===== config.mk =====
export PLATFORM = sky130hd
export DESIGN_NAME = memory_arbiter_flat
export DESIGN_NICKNAME = d
export VERILOG_FILES = /design/src/rtl/memory_arbiter_if.sv /design/src/rtl/memory_arbiter.sv /design/src/flat_wrapper.sv
export SDC_FILE = /design/constraint.sdc
export NUM_CORES = 1
export LEC_CHECK = 0
export BUFFER_PORTS_ARGS = -buffer_cell sky130_fd_sc_hd__buf_2
export CAP_MARGIN = 5
export CORE_AREA = 2 2 104 106
export DETAILED_ROUTE_END_ITERATION = 8
export DIE_AREA = 0 0 106 108
export PLACE_DENSITY = 0.53
export REMOVE_ABC_BUFFERS = 1
export SLEW_MARGIN = 10
export SYNTH_ARGS = -nofsm -noshare
export SYNTH_HDL_FRONTEND = slang
export SYNTH_SLANG_ARGS = --single-unit

===== constraint.sdc =====
create_clock -name CLK -period 3.35 [get_ports CLK]
set_input_delay 0.1675 -clock CLK [delete_from_list [all_inputs] [get_ports CLK]]
set_output_delay 0.1675 -clock CLK [all_outputs]
set_load 0.1 [all_outputs]

===== src/rtl/memory_arbiter_if.sv =====
// Bus bundle for memory_arbiter: instruction/data requester side plus the RAM port.
// The arbiter connects through the slave modport; the requester/RAM environment uses master.
interface memory_arbiter_if #(
  parameter int ADDR_W = 32,
  parameter int DATA_W = 32
);
  logic              iREN;
  logic [ADDR_W-1:0] iaddr;
  logic              iwait;
  logic [DATA_W-1:0] iload;
  logic              dREN;
  logic              dWEN;
  logic [ADDR_W-1:0] daddr;
  logic [DATA_W-1:0] dstore;
  logic              dwait;
  logic [DATA_W-1:0] dload;
  logic              merr;
  logic              ramREN;
  logic              ramWEN;
  logic [ADDR_W-1:0] ramaddr;
  logic [DATA_W-1:0] ramstore;
  logic [DATA_W-1:0] ramload;
  logic [1:0]        ramstate;

  // Handshake: a requester holds xREN/xWEN high until it sees xwait=0 for one cycle;
  // dropping the request earlier aborts the access with no completion.
  modport slave (
    input  iREN, iaddr, dREN, dWEN, daddr, dstore, ramload, ramstate,
    output iwait, iload, dwait, dload, merr, ramREN, ramWEN, ramaddr, ramstore
  );

  modport master (
    output iREN, iaddr, dREN, dWEN, daddr, dstore, ramload, ramstate,
    input  iwait, iload, dwait, dload, merr, ramREN, ramWEN, ramaddr, ramstore
  );
endinterface


===== src/rtl/memory_arbiter.sv =====
// Shares one RAM port between instruction fetch and data accesses. Data wins by default;
// a streak counter forces an instruction grant after MAX_DSTREAK data completions.
module memory_arbiter #(
  parameter int ADDR_W      = 32,
  parameter int DATA_W      = 32,
  parameter int MAX_DSTREAK = 3
) (
  input  logic             CLK,
  input  logic             nRST,
  memory_arbiter_if.slave  bus,
  output logic [1:0]       dbg_state
);
  typedef enum logic [1:0] {IDLE = 2'd0, DSERV = 2'd1, ISERV = 2'd2} state_e;

  localparam logic [1:0] RS_ACCESS = 2'd2;
  localparam logic [1:0] RS_ERROR  = 2'd3;
  localparam logic [3:0] MAX_S     = 4'(MAX_DSTREAK);

  state_e      state_q, state_d;
  logic [3:0]  streak_q, streak_d;

  logic              done, err, dreq;
  logic              iwait_c, dwait_c, merr_c, ren_c, wen_c;
  logic [ADDR_W-1:0] addr_c;
  logic [DATA_W-1:0] store_c, iload_c, dload_c;

  always_comb begin
    state_d  = state_q;
    streak_d = streak_q;
    iwait_c  = 1'b1;
    dwait_c  = 1'b1;
    merr_c   = 1'b0;
    ren_c    = 1'b0;
    wen_c    = 1'b0;
    addr_c   = '0;
    store_c  = '0;
    iload_c  = '0;
    dload_c  = '0;
    done     = (bus.ramstate == RS_ACCESS) || (bus.ramstate == RS_ERROR);
    err      = (bus.ramstate == RS_ERROR);
    dreq     = bus.dREN | bus.dWEN;

    case (state_q)
      IDLE: begin
        if (dreq && !(bus.iREN && streak_q >= MAX_S)) state_d = DSERV;
        else if (bus.iREN)                            state_d = ISERV;
      end
      DSERV: begin
        if (!dreq) begin
          state_d = IDLE;
        end else begin
          addr_c  = bus.daddr;
          store_c = bus.dstore;
          wen_c   = bus.dWEN;
          ren_c   = bus.dREN & ~bus.dWEN;
          if (done) begin
            dwait_c = 1'b0;
            dload_c = bus.ramload;
            merr_c  = err;
            state_d = IDLE;
            if (streak_q != 4'hF) streak_d = streak_q + 4'd1;
          end
        end
      end
      ISERV: begin
        if (!bus.iREN) begin
          state_d = IDLE;
        end else begin
          ren_c  = 1'b1;
          addr_c = bus.iaddr;
          if (done) begin
            iwait_c  = 1'b0;
            iload_c  = bus.ramload;
            merr_c   = err;
            state_d  = IDLE;
            streak_d = 4'd0;
          end
        end
      end
      default: state_d = IDLE;
    endcase

    // The streak only measures how long an instruction request has been waiting.
    if (!bus.iREN) streak_d = 4'd0;
  end

  always_ff @(posedge CLK or negedge nRST) begin
    if (!nRST) begin
      state_q  <= IDLE;
      streak_q <= 4'd0;
    end else begin
      state_q  <= state_d;
      streak_q <= streak_d;
    end
  end

  assign bus.iwait    = iwait_c;
  assign bus.iload    = iload_c;
  assign bus.dwait    = dwait_c;
  assign bus.dload    = dload_c;
  assign bus.merr     = merr_c;
  assign bus.ramREN   = ren_c;
  assign bus.ramWEN   = wen_c;
  assign bus.ramaddr  = addr_c;
  assign bus.ramstore = store_c;
  assign dbg_state    = state_q;
endmodule


===== src/flat_wrapper.sv =====
// flat-port wrapper written by rule: the top's interface ports become plain ports
module memory_arbiter_flat 
#(
  parameter int ADDR_W      = 32,
  parameter int DATA_W      = 32,
  parameter int MAX_DSTREAK = 3
)
  (CLK, nRST, dbg_state, bus_iREN, bus_iaddr, bus_dREN, bus_dWEN, bus_daddr, bus_dstore, bus_ramload, bus_ramstate, bus_iwait, bus_iload, bus_dwait, bus_dload, bus_merr, bus_ramREN, bus_ramWEN, bus_ramaddr, bus_ramstore);
  memory_arbiter_if #(.ADDR_W(ADDR_W), .DATA_W(DATA_W)) bus_i ();
  input  logic CLK;
  input  logic nRST;
  output logic [1:0] dbg_state;
  input wire logic [$bits(bus_i.iREN)-1:0] bus_iREN;
  input wire logic [$bits(bus_i.iaddr)-1:0] bus_iaddr;
  input wire logic [$bits(bus_i.dREN)-1:0] bus_dREN;
  input wire logic [$bits(bus_i.dWEN)-1:0] bus_dWEN;
  input wire logic [$bits(bus_i.daddr)-1:0] bus_daddr;
  input wire logic [$bits(bus_i.dstore)-1:0] bus_dstore;
  input wire logic [$bits(bus_i.ramload)-1:0] bus_ramload;
  input wire logic [$bits(bus_i.ramstate)-1:0] bus_ramstate;
  output wire logic [$bits(bus_i.iwait)-1:0] bus_iwait;
  output wire logic [$bits(bus_i.iload)-1:0] bus_iload;
  output wire logic [$bits(bus_i.dwait)-1:0] bus_dwait;
  output wire logic [$bits(bus_i.dload)-1:0] bus_dload;
  output wire logic [$bits(bus_i.merr)-1:0] bus_merr;
  output wire logic [$bits(bus_i.ramREN)-1:0] bus_ramREN;
  output wire logic [$bits(bus_i.ramWEN)-1:0] bus_ramWEN;
  output wire logic [$bits(bus_i.ramaddr)-1:0] bus_ramaddr;
  output wire logic [$bits(bus_i.ramstore)-1:0] bus_ramstore;
  assign bus_i.iREN = bus_iREN;
  assign bus_i.iaddr = bus_iaddr;
  assign bus_i.dREN = bus_dREN;
  assign bus_i.dWEN = bus_dWEN;
  assign bus_i.daddr = bus_daddr;
  assign bus_i.dstore = bus_dstore;
  assign bus_i.ramload = bus_ramload;
  assign bus_i.ramstate = bus_ramstate;
  assign bus_iwait = bus_i.iwait;
  assign bus_iload = bus_i.iload;
  assign bus_dwait = bus_i.dwait;
  assign bus_dload = bus_i.dload;
  assign bus_merr = bus_i.merr;
  assign bus_ramREN = bus_i.ramREN;
  assign bus_ramWEN = bus_i.ramWEN;
  assign bus_ramaddr = bus_i.ramaddr;
  assign bus_ramstore = bus_i.ramstore;
  memory_arbiter #(.ADDR_W(ADDR_W), .DATA_W(DATA_W), .MAX_DSTREAK(MAX_DSTREAK)) u_core (.CLK(CLK), .nRST(nRST), .bus(bus_i), .dbg_state(dbg_state));
endmodule

==> impl_metrics.ini, run 1 <==
[critical_path]
worstRegToRegCells = 6
ff2ff_setup_slack_ns = 1.41
cp_data_arrival_time_ns = 2.51
startpoint_type = register
startpoint = u_core.dbg_state[0]
cp_data_required_time_ns = 3.18
r2r_end = u_core.dbg_state[1]
setup.worst_path.end = bus_ramaddr[25]
critPathMaxFanout = 36
r2r-start = u_core.dbg_state[1]
critical_path_class = register to output port
end_kind = output port

[synth]
yosysSeqAreaShare_pct = 8.82
synth_seq_cells = 6
synth_cells = 243
synth.distinct_cells = 33
yosysWarnings = 0
postSynthAreaPerCell_um2 = 7.01
synth_area_um2 = 1700

[job]
drv_cap = 0

[global_route]
grt.total_usage_pct = 13.3
grt_overflow = 0
grt_max_degree = 72
grt_pass1_wl_um = 12400
grt_pass1_vias = 2351
antenna_found_initial = 1

[finish]
layout.nets = 631
drive_gt1_share_pct = 58.7
seqCellArea_um2 = 150
final_common_cell = buf_2
layout_common_cells = 269 x buf_2, 65 x and3_1, 34 x nor2b_1
fillers = 1121
final_util_pct = 30.9
area_growth_pct = 85.8
design_area_um2 = 3160
multi_input_area_um2 = 1390

[die]
start_util_pct = 16.6
dieArea_um2 = 11400
io_pins = 270
num_rows = 37
die_x_um = 106
die_h_um = 108
coreArea_um2 = 10200

[clock_network]
h-tree-depth = 1
cts_tree = built
cts_buffers = 3
clk_latency_ns = 0.23
clkTransAtPathRegs_ns = 0.04
cts.sinks = 6
cts.path.max_buffers = 2
root_buffer = clkbuf_8

[power_and_ir_drop]
ir_drop_mv = 0.435
power_density_nw_per_um2 = 990
total_power_mw = 3.13
p_leak_nw = 2.09

[sta]
period_needed_ns = 2.68
setup_ws_ns = 0.671
hold_viol_final = 0
worst_clock_skew_ns = 0.00478
timing.fmax_ghz = 0.373
maxSlewHeadroom_pct = 42.9
rsz0062_at_grt = false
setup_violations = 0
finalCritPeriodShare_pct = 80.0
worst_pin_slew_ns = 0.856
hold_slack_ns = 0.291
drv_slew = 0

[placement]
port_buffers = 269
gp_congestion = 0.869
placed_area_um2 = 3110
dp_hpwl_um = 7130
preCtsSetupSlack_ns = 0.930

[drt]
wirelength_um = 8820
drtAntennaViolNets = 0
num_vias = 2764
via_per_inst = 4.42
wire_per_inst_um = 14.1
drt_iter0_markers = 208
firstDrtPassIters = 5
drc = 0

[hold_path]
worst_hold_path_type = input pin to asynchronous set/reset pin

[status]
status = complete, no violations
[flip-flops by register name, indices dropped and copies added (netlist names)]
| register | cells |
|---|---|
| u_core.streak_q | 4 |
| u_core.dbg_state | 2 |
[report_power, final]
| part | internal (mW) | switching, mW |
|---|---|---|
| registers | 0.0944 | 0.0243 |
| logic | 0.518 | 2.38 |
| clock network | 0.0777 | 0.0363 |
[final cells by class]
cell class | count | share of cell area (%)
Timing Repair Buffer | 273 | 44.0
Tap cell | 136 | 5.38
Sequential cell | 6 | 4.74
Clock buffer | 3 | 1.30
Multi-Input combinational cell | 203 | 44.0
Inverter | 4 | 0.474
Antenna cell | 1 | 0.0791
[worst min path at each step]
stage                     startpoint                   to  slack [ns]  cells past startpoint
after floorplan                 nRST  u_core.dbg_state[0]       -0.13                      0
after global placement          nRST   u_core.streak_q[1]       0.005                      1
after detailed placement        nRST   u_core.streak_q[1]       0.007                      1
after CTS                       nRST   u_core.streak_q[2]        0.29                      2
after global routing            nRST  u_core.dbg_state[1]        0.33                      2
final                           nRST  u_core.dbg_state[1]        0.29                      2
[logic make-up (layout without fill, tap and decap cells)]
family	after synthesis	after routing	share of synthesized area, %
muxes	2	2	1.32
AOI/OAI and AO/OA	46	46	21.7
buffers and inverters	34	280	9.48
other	0	1	0
adders and majority gates	5	5	3.67
and+or+nand+nor	150	150	55.0
DFF	6	6	8.82
[synth_stat cells]
cell type | count | area (um2)
and3_1 | 65 | 407
nor2b_1 | 34 | 213
and2_1 | 33 | 206
a22oi_1 | 32 | 240
buf_2 | 12 | 60.1
clkbuf_1 | 12 | 45.0
dfrtp_1 | 6 | 150
ha_1 | 5 | 62.6
nor2_1 | 5 | 18.8
inv_1 | 4 | 15.0
clkbuf_2 | 3 | 15.0
nand2_1 | 3 | 11.3
buf_4 | 2 | 15.0
mux2_2 | 2 | 22.5
nand2b_1 | 2 | 12.5
nand3_1 | 2 | 10.0
o2111ai_1 | 2 | 17.5
o211ai_2 | 2 | 25.0
o21a_1 | 2 | 15.0
o21ai_0 | 2 | 10.0
a221o_1 | 1 | 10.0
a32o_1 | 1 | 10.0
and2_2 | 1 | 7.51
and3b_2 | 1 | 10.0
and4bb_2 | 1 | 12.5
buf_6 | 1 | 11.3
o2111a_1 | 1 | 11.3
o221ai_2 | 1 | 15.0
o2bb2ai_1 | 1 | 8.76
o31ai_1 | 1 | 7.51
or3b_2 | 1 | 8.76
or4_1 | 1 | 7.51
or4_4 | 1 | 11.3
[layer usage]
layer	global-route usage, %	wire length, um
met3	3.13	789
met1	16.2	3520
met5	0	0
met4	3.95	123
met2	23.5	4380
[worst max-delay path, stage by stage (launching register included)]
cell,delay [ns]
dfrtp_1,0.41
inv_1,0.10
ha_1,0.23
and2_2,0.50
buf_12,0.27
a22oi_1,0.12
nor2b_1,0.17
buf_2,0.45
[repair_timing]
item,4_1_cts,5_1_grt
gates resized for setup,0,0
hold buffers,1,0
endpoints found under the hold margin,6,0
buffers inserted,0,0
[metrics by stage]
| stage | instances | setup TNS (ns) |
|---|---|---|
| finish | 626 | 0 |
| global route | 626 | 0 |
| CTS | 625 | 0 |
| detailed placement | 621 | 0 |
| global placement | 621 | 0 |
| floorplan | 213 | -63.06 |
(Power assumes the default switching activity.)
==> run 2: changes to the inputs <==
CORE_AREA = 2 2 106 108   (was 2 2 104 106)
DIE_AREA = 0 0 108 110   (was 0 0 106 108)
clock period = 2.4 ns   (was 3.35 ns; I/O delays follow)
==> impl_metrics.ini, run 2 (synthesized netlist as in run 1, its figures left out) <==
[status]
status = complete, no violations

[placement]
placed_area_um2 = 4610
gp_congestion = 0.855
numPlacedInstances = 626
port_buffers = 269
dp_hpwl_um = 8280

[die]
die_x_um = 108
coreArea_um2 = 10700
dieArea_um2 = 11900
start_util_pct = 15.9
die_h_um = 110
num_rows = 38
io_pins = 270

[finish]
fillers = 1010
layout_common_cells = 171 x buf_2, 100 x buf_12, 65 x and3_1
fin_cells = 633
final_common_cell = buf_2
design_area_um2 = 4730
layout.nets = 635
n_antenna_cell = 0
drive_gt1_share_pct = 59.6
multi_input_area_um2 = 1410
largest_reg_flops = 4
seqCellArea_um2 = 150
regMostFlops = u_core.streak_q
area_growth_pct = 178
final_util_pct = 44.2

[clock_network]
cts_buffers = 3
h-tree-depth = 1
cts_tree = built
cts.path.max_buffers = 2
clk_latency_ns = 0.22
root_buffer = clkbuf_8
cts.sinks = 6
clkTransAtPathRegs_ns = 0.03

[sta]
rsz0062_at_grt = false
worst_clock_skew_ns = 0.000924
maxSlewHeadroom_pct = 66.6
setup_violations = 0
timing.fmax_ghz = 0.449
finalCritPeriodShare_pct = 92.7
drv_slew = 0
hold_viol_final = 0
period_needed_ns = 2.23
worst_pin_slew_ns = 0.504

[power_and_ir_drop]
ir_drop_mv = 0.987
p_leak_nw = 2.42
power_density_nw_per_um2 = 1200
total_power_mw = 5.68

[drt]
drtAntennaViolNets = 0
wirelength_um = 10500
via_per_inst = 4.52
num_vias = 2862
wire_per_inst_um = 16.6
drt_iter0_markers = 206
firstDrtPassIters = 4
drc = 0

[hold_path]
worst_hold_path_type = input pin to asynchronous set/reset pin

[global_route]
grt_pass1_vias = 2510
grt.total_usage_pct = 14.8
grt_pass1_wl_um = 13900
antenna_found_initial = 2
grt_max_degree = 98
grt_overflow = 0

[critical_path]
startpoint_type = register
cp_data_arrival_time_ns = 2.11
end_kind = output port
critPathMaxFanout = 49
cp_data_required_time_ns = 2.28
critical_path_class = register to output port

[job]
drv_cap = 0
## run 2: changes by cell type in the layout (fill, tap and decap cells not counted), sizes merged
cell | previous run | this run
and2 | 34 | 35
clkbuf | 3 | 4
diode | 1 | 0
buf | 272 | 274
## run 2: worst max-delay path: stages, from the launching register on
cell and delay, ns:
dfrtp_1 0.42, inv_1 0.12, ha_2 0.27, o21a_2 0.27, buf_16 0.23, a22oi_1 0.11, nor2b_1 0.23, buf_12 0.21
## run 2: power by group
part	switching, mW	leakage, nW	internal, mW
Combinational	3.59	2.32	1.78
Clock	0.0362	0.0216	0.107
Sequential	0.0352	0.0790	0.132
## run 2: routing by layer
layer  GRT usage [%]  vias to the layer above  part of all wire (%)
met1            17.1                     1341                    38
met5               0                        -                  0.28
met4            3.30                        4                   1.7
met3            3.17                       16                   7.5
met2            27.8                      128                    52
li1                -                     1373                     -
## run 2: worst paths after layout
check | startpoint | to | slack, ns | cells after the start
setup / recovery | u_core.dbg_state[1] | bus_ramaddr[15] | 0.17 | 7
hold reg to reg | u_core.streak_q[1] | u_core.streak_q[1] | 0.55 | 1
setup reg to reg | u_core.dbg_state[1] | u_core.dbg_state[1] | 0.53 | 6
min in group CLK | bus_iREN | u_core.streak_q[2] | 0.33 | 3
max in group asynchronous | nRST | u_core.streak_q[0] | 2.02 | 2
hold / removal | nRST | u_core.streak_q[2] | 0.25 | 2
## run 2: through the flow
stage          setup TNS, ns  hold slack, ns  worst slack (ns)
2_1_floorplan        -184.15          -0.176             -1.95
4_1_cts                    0           0.247            0.0229
6_report                   0           0.246             0.174
3_5_place_dp               0         -0.0548            0.0574
3_3_place_gp               0         -0.0569             0.130
5_1_grt                    0           0.263            0.0508
## run 2: area by class of cell
| class | instances | share of cell area (%) |
|---|---|---|
| multi-input cells | 204 | 29.8 |
| clock buffers | 3 | 0.873 |
| well taps | 140 | 3.71 |
| flip-flops and latches | 6 | 3.18 |
| inverters | 4 | 0.318 |
| repair buffers | 276 | 62.1 |
## run 2: what timing repair did
action / CTS / global route
setup endpoints to repair: 31 / 31
resized for setup: 1 / 4
cloned: 0 / 2
hold buffers: 1 / 0
hold endpoints to repair: 6 / 0
setup buffers: 0 / 1
pin swaps: 0 / 1
==> run 3: changes to the inputs <==
CORE_AREA = 5 5 100 102   (was 2 2 106 108)
DIE_AREA = 0 0 105 107   (was 0 0 108 110)
PLACE_DENSITY = 0.61   (was 0.53)
==> impl_metrics.ini, run 3 (synthesized netlist as in run 1, its figures left out) <==
[drt]
drc = 0
wirelength_um = 10600
num_vias = 2822
drtAntennaViolNets = 0
drt_iter0_markers = 179
firstDrtPassIters = 5
wire_per_inst_um = 17.5
via_per_inst = 4.66

[critical_path]
startpoint_type = register
startpoint = u_core.dbg_state[1]
critPathMaxFanout = 21
r2r-start = u_core.dbg_state[1]
setup.worst_path.end = bus_ramaddr[29]
end_kind = output port
cp_data_arrival_time_ns = 2.15
worstRegToRegCells = 6
r2r_end = u_core.dbg_state[1]
critical_path_class = register to output port
cp_data_required_time_ns = 2.28
ff2ff_setup_slack_ns = 0.61

[global_route]
grt-busiest-layer = met2
grt.total_usage_pct = 17.2
grt_max_degree = 55
grt_overflow = 0
grt_use_met2_pct = 32.0
gr-usage-met1_pct = 20.2
grt_pass1_wl_um = 15800
use_met3_pct = 4.64
antenna_found_initial = 0
grt_pass1_vias = 2757

[sta]
worst_clock_skew_ns = 0.00184
rsz0062_at_grt = false
maxSlewHeadroom_pct = 54.2
setup_ws_ns = 0.129
setup_violations = 0
drv_slew = 0
finalCritPeriodShare_pct = 94.6
period_needed_ns = 2.27
worst_pin_slew_ns = 0.687
hold_viol_final = 0
fin_setup_tns_ns = 0
timing.fmax_ghz = 0.440

[placement]
gp_congestion = 0.881
placed_area_um2 = 4230
preCtsSetupSlack_ns = 0.230
dp_hpwl_um = 9130
port_buffers = 269

[die]
die_h_um = 107
start_util_pct = 18.9
die_x_um = 105
coreArea_um2 = 9020
num_rows = 35
io_pins = 270
dieArea_um2 = 11200

[clock_network]
cts_tree = built
clkTransAtPathRegs_ns = 0.04
h-tree-depth = 1
clk_latency_ns = 0.23
cts_buffers = 3
cts.path.max_buffers = 2
cts.sinks = 6
root_buffer = clkbuf_8
cts_setup_buffers = 0

[power_and_ir_drop]
ir_drop_mv = 0.738
clkPwrFrac_pct = 2.9
combPwrFrac_pct = 94.0
swShare_pct = 66.3
total_power_mw = 5.44
power_density_nw_per_um2 = 1260
p_leak_nw = 2.35
power_switching_mw = 3.61
p_int_mw = 1.83
pwr-share-seq_pct = 3.1

[finish]
regMostFlops = u_core.streak_q
layout.nets = 637
largest_reg_flops = 4
design_area_um2 = 4300
fillers = 878
layout_common_cells = 196 x buf_2, 75 x buf_12, 65 x and3_1
area_growth_pct = 153
final_common_cell = buf_2
n_antenna_cell = 0
final_util_pct = 47.7
drive_gt1_share_pct = 59.4

[job]
drv_cap = 0

[status]
status = complete, no violations

[hold_path]
worst_hold_path_type = input pin to asynchronous set/reset pin
[run 3: cell types whose count changed in the layout (fill, tap and decap cells not counted), sizes merged]
cell,before,now
clkbuf,4,3
buf,274,278
and2,35,34
[run 3: stage by stage]
step / hold slack [ns] / std cells
after floorplan: -0.176 / 213
after global placement: -0.0456 / 602
after detailed placement: -0.0405 / 602
after CTS: 0.258 / 606
after global routing: 0.270 / 606
final: 0.248 / 606
[run 3: what timing repair did]
item / CTS / global route
endpoints found under the setup margin: 6 / 90
endpoints found under the hold margin: 6 / 0
hold buffers: 1 / 0
gates resized for setup: 1 / 4
[run 3: per-layer routing]
| layer | part of all wire (%) | up-vias | wire (um) |
|---|---|---|---|
| met2 | 54 | 124 | 5710 |
| met1 | 38 | 1317 | 4030 |
| li1 | - | 1375 | - |
| met5 | 0 | - | 0 |
| met3 | 8.0 | 6 | 848 |
| met4 | 0.37 | 0 | 39 |
[run 3: critical path, stage by stage (launching register included)]
cell,delay (ns)
dfrtp_1,0.43
inv_1,0.10
ha_1,0.63
buf_4,0.26
nor2b_1,0.27
buf_12,0.21
[run 3: layout make-up]
cell class	instances	area, um2	share of cell area (%)
repair buffers	279	2550	59.3
multi-input cells	203	1400	32.6
flip-flops and latches	6	150	3.49
well taps	111	139	3.23
clock buffers	3	41.3	0.960
inverters	4	15.0	0.349
[run 3: power by group through the flow]
| stage | logic, mW | clock network (mW) | registers [mW] |
|---|---|---|---|
| 6_report | 5.12 | 0.156 | 0.167 |
| 2_1_floorplan | 3.27 | 0 | 0.250 |
| 3_3_place_gp | 5.07 | 0 | 0.162 |
| 3_5_place_dp | 5.12 | 0 | 0.168 |
| 4_1_cts | 5.13 | 0.154 | 0.167 |
| 5_1_grt | 5.28 | 0.159 | 0.173 |
[run 3: worst min-delay path by stage]
stage | start | end | slack [ns] | cells past startpoint
floorplan | nRST | u_core.dbg_state[0] | -0.18 | 0
global placement | nRST | u_core.streak_q[0] | -0.05 | 1
detailed placement | nRST | u_core.streak_q[1] | -0.04 | 1
CTS | nRST | u_core.streak_q[2] | 0.26 | 2
global route | nRST | u_core.streak_q[2] | 0.27 | 2
finish | nRST | u_core.streak_q[2] | 0.25 | 2
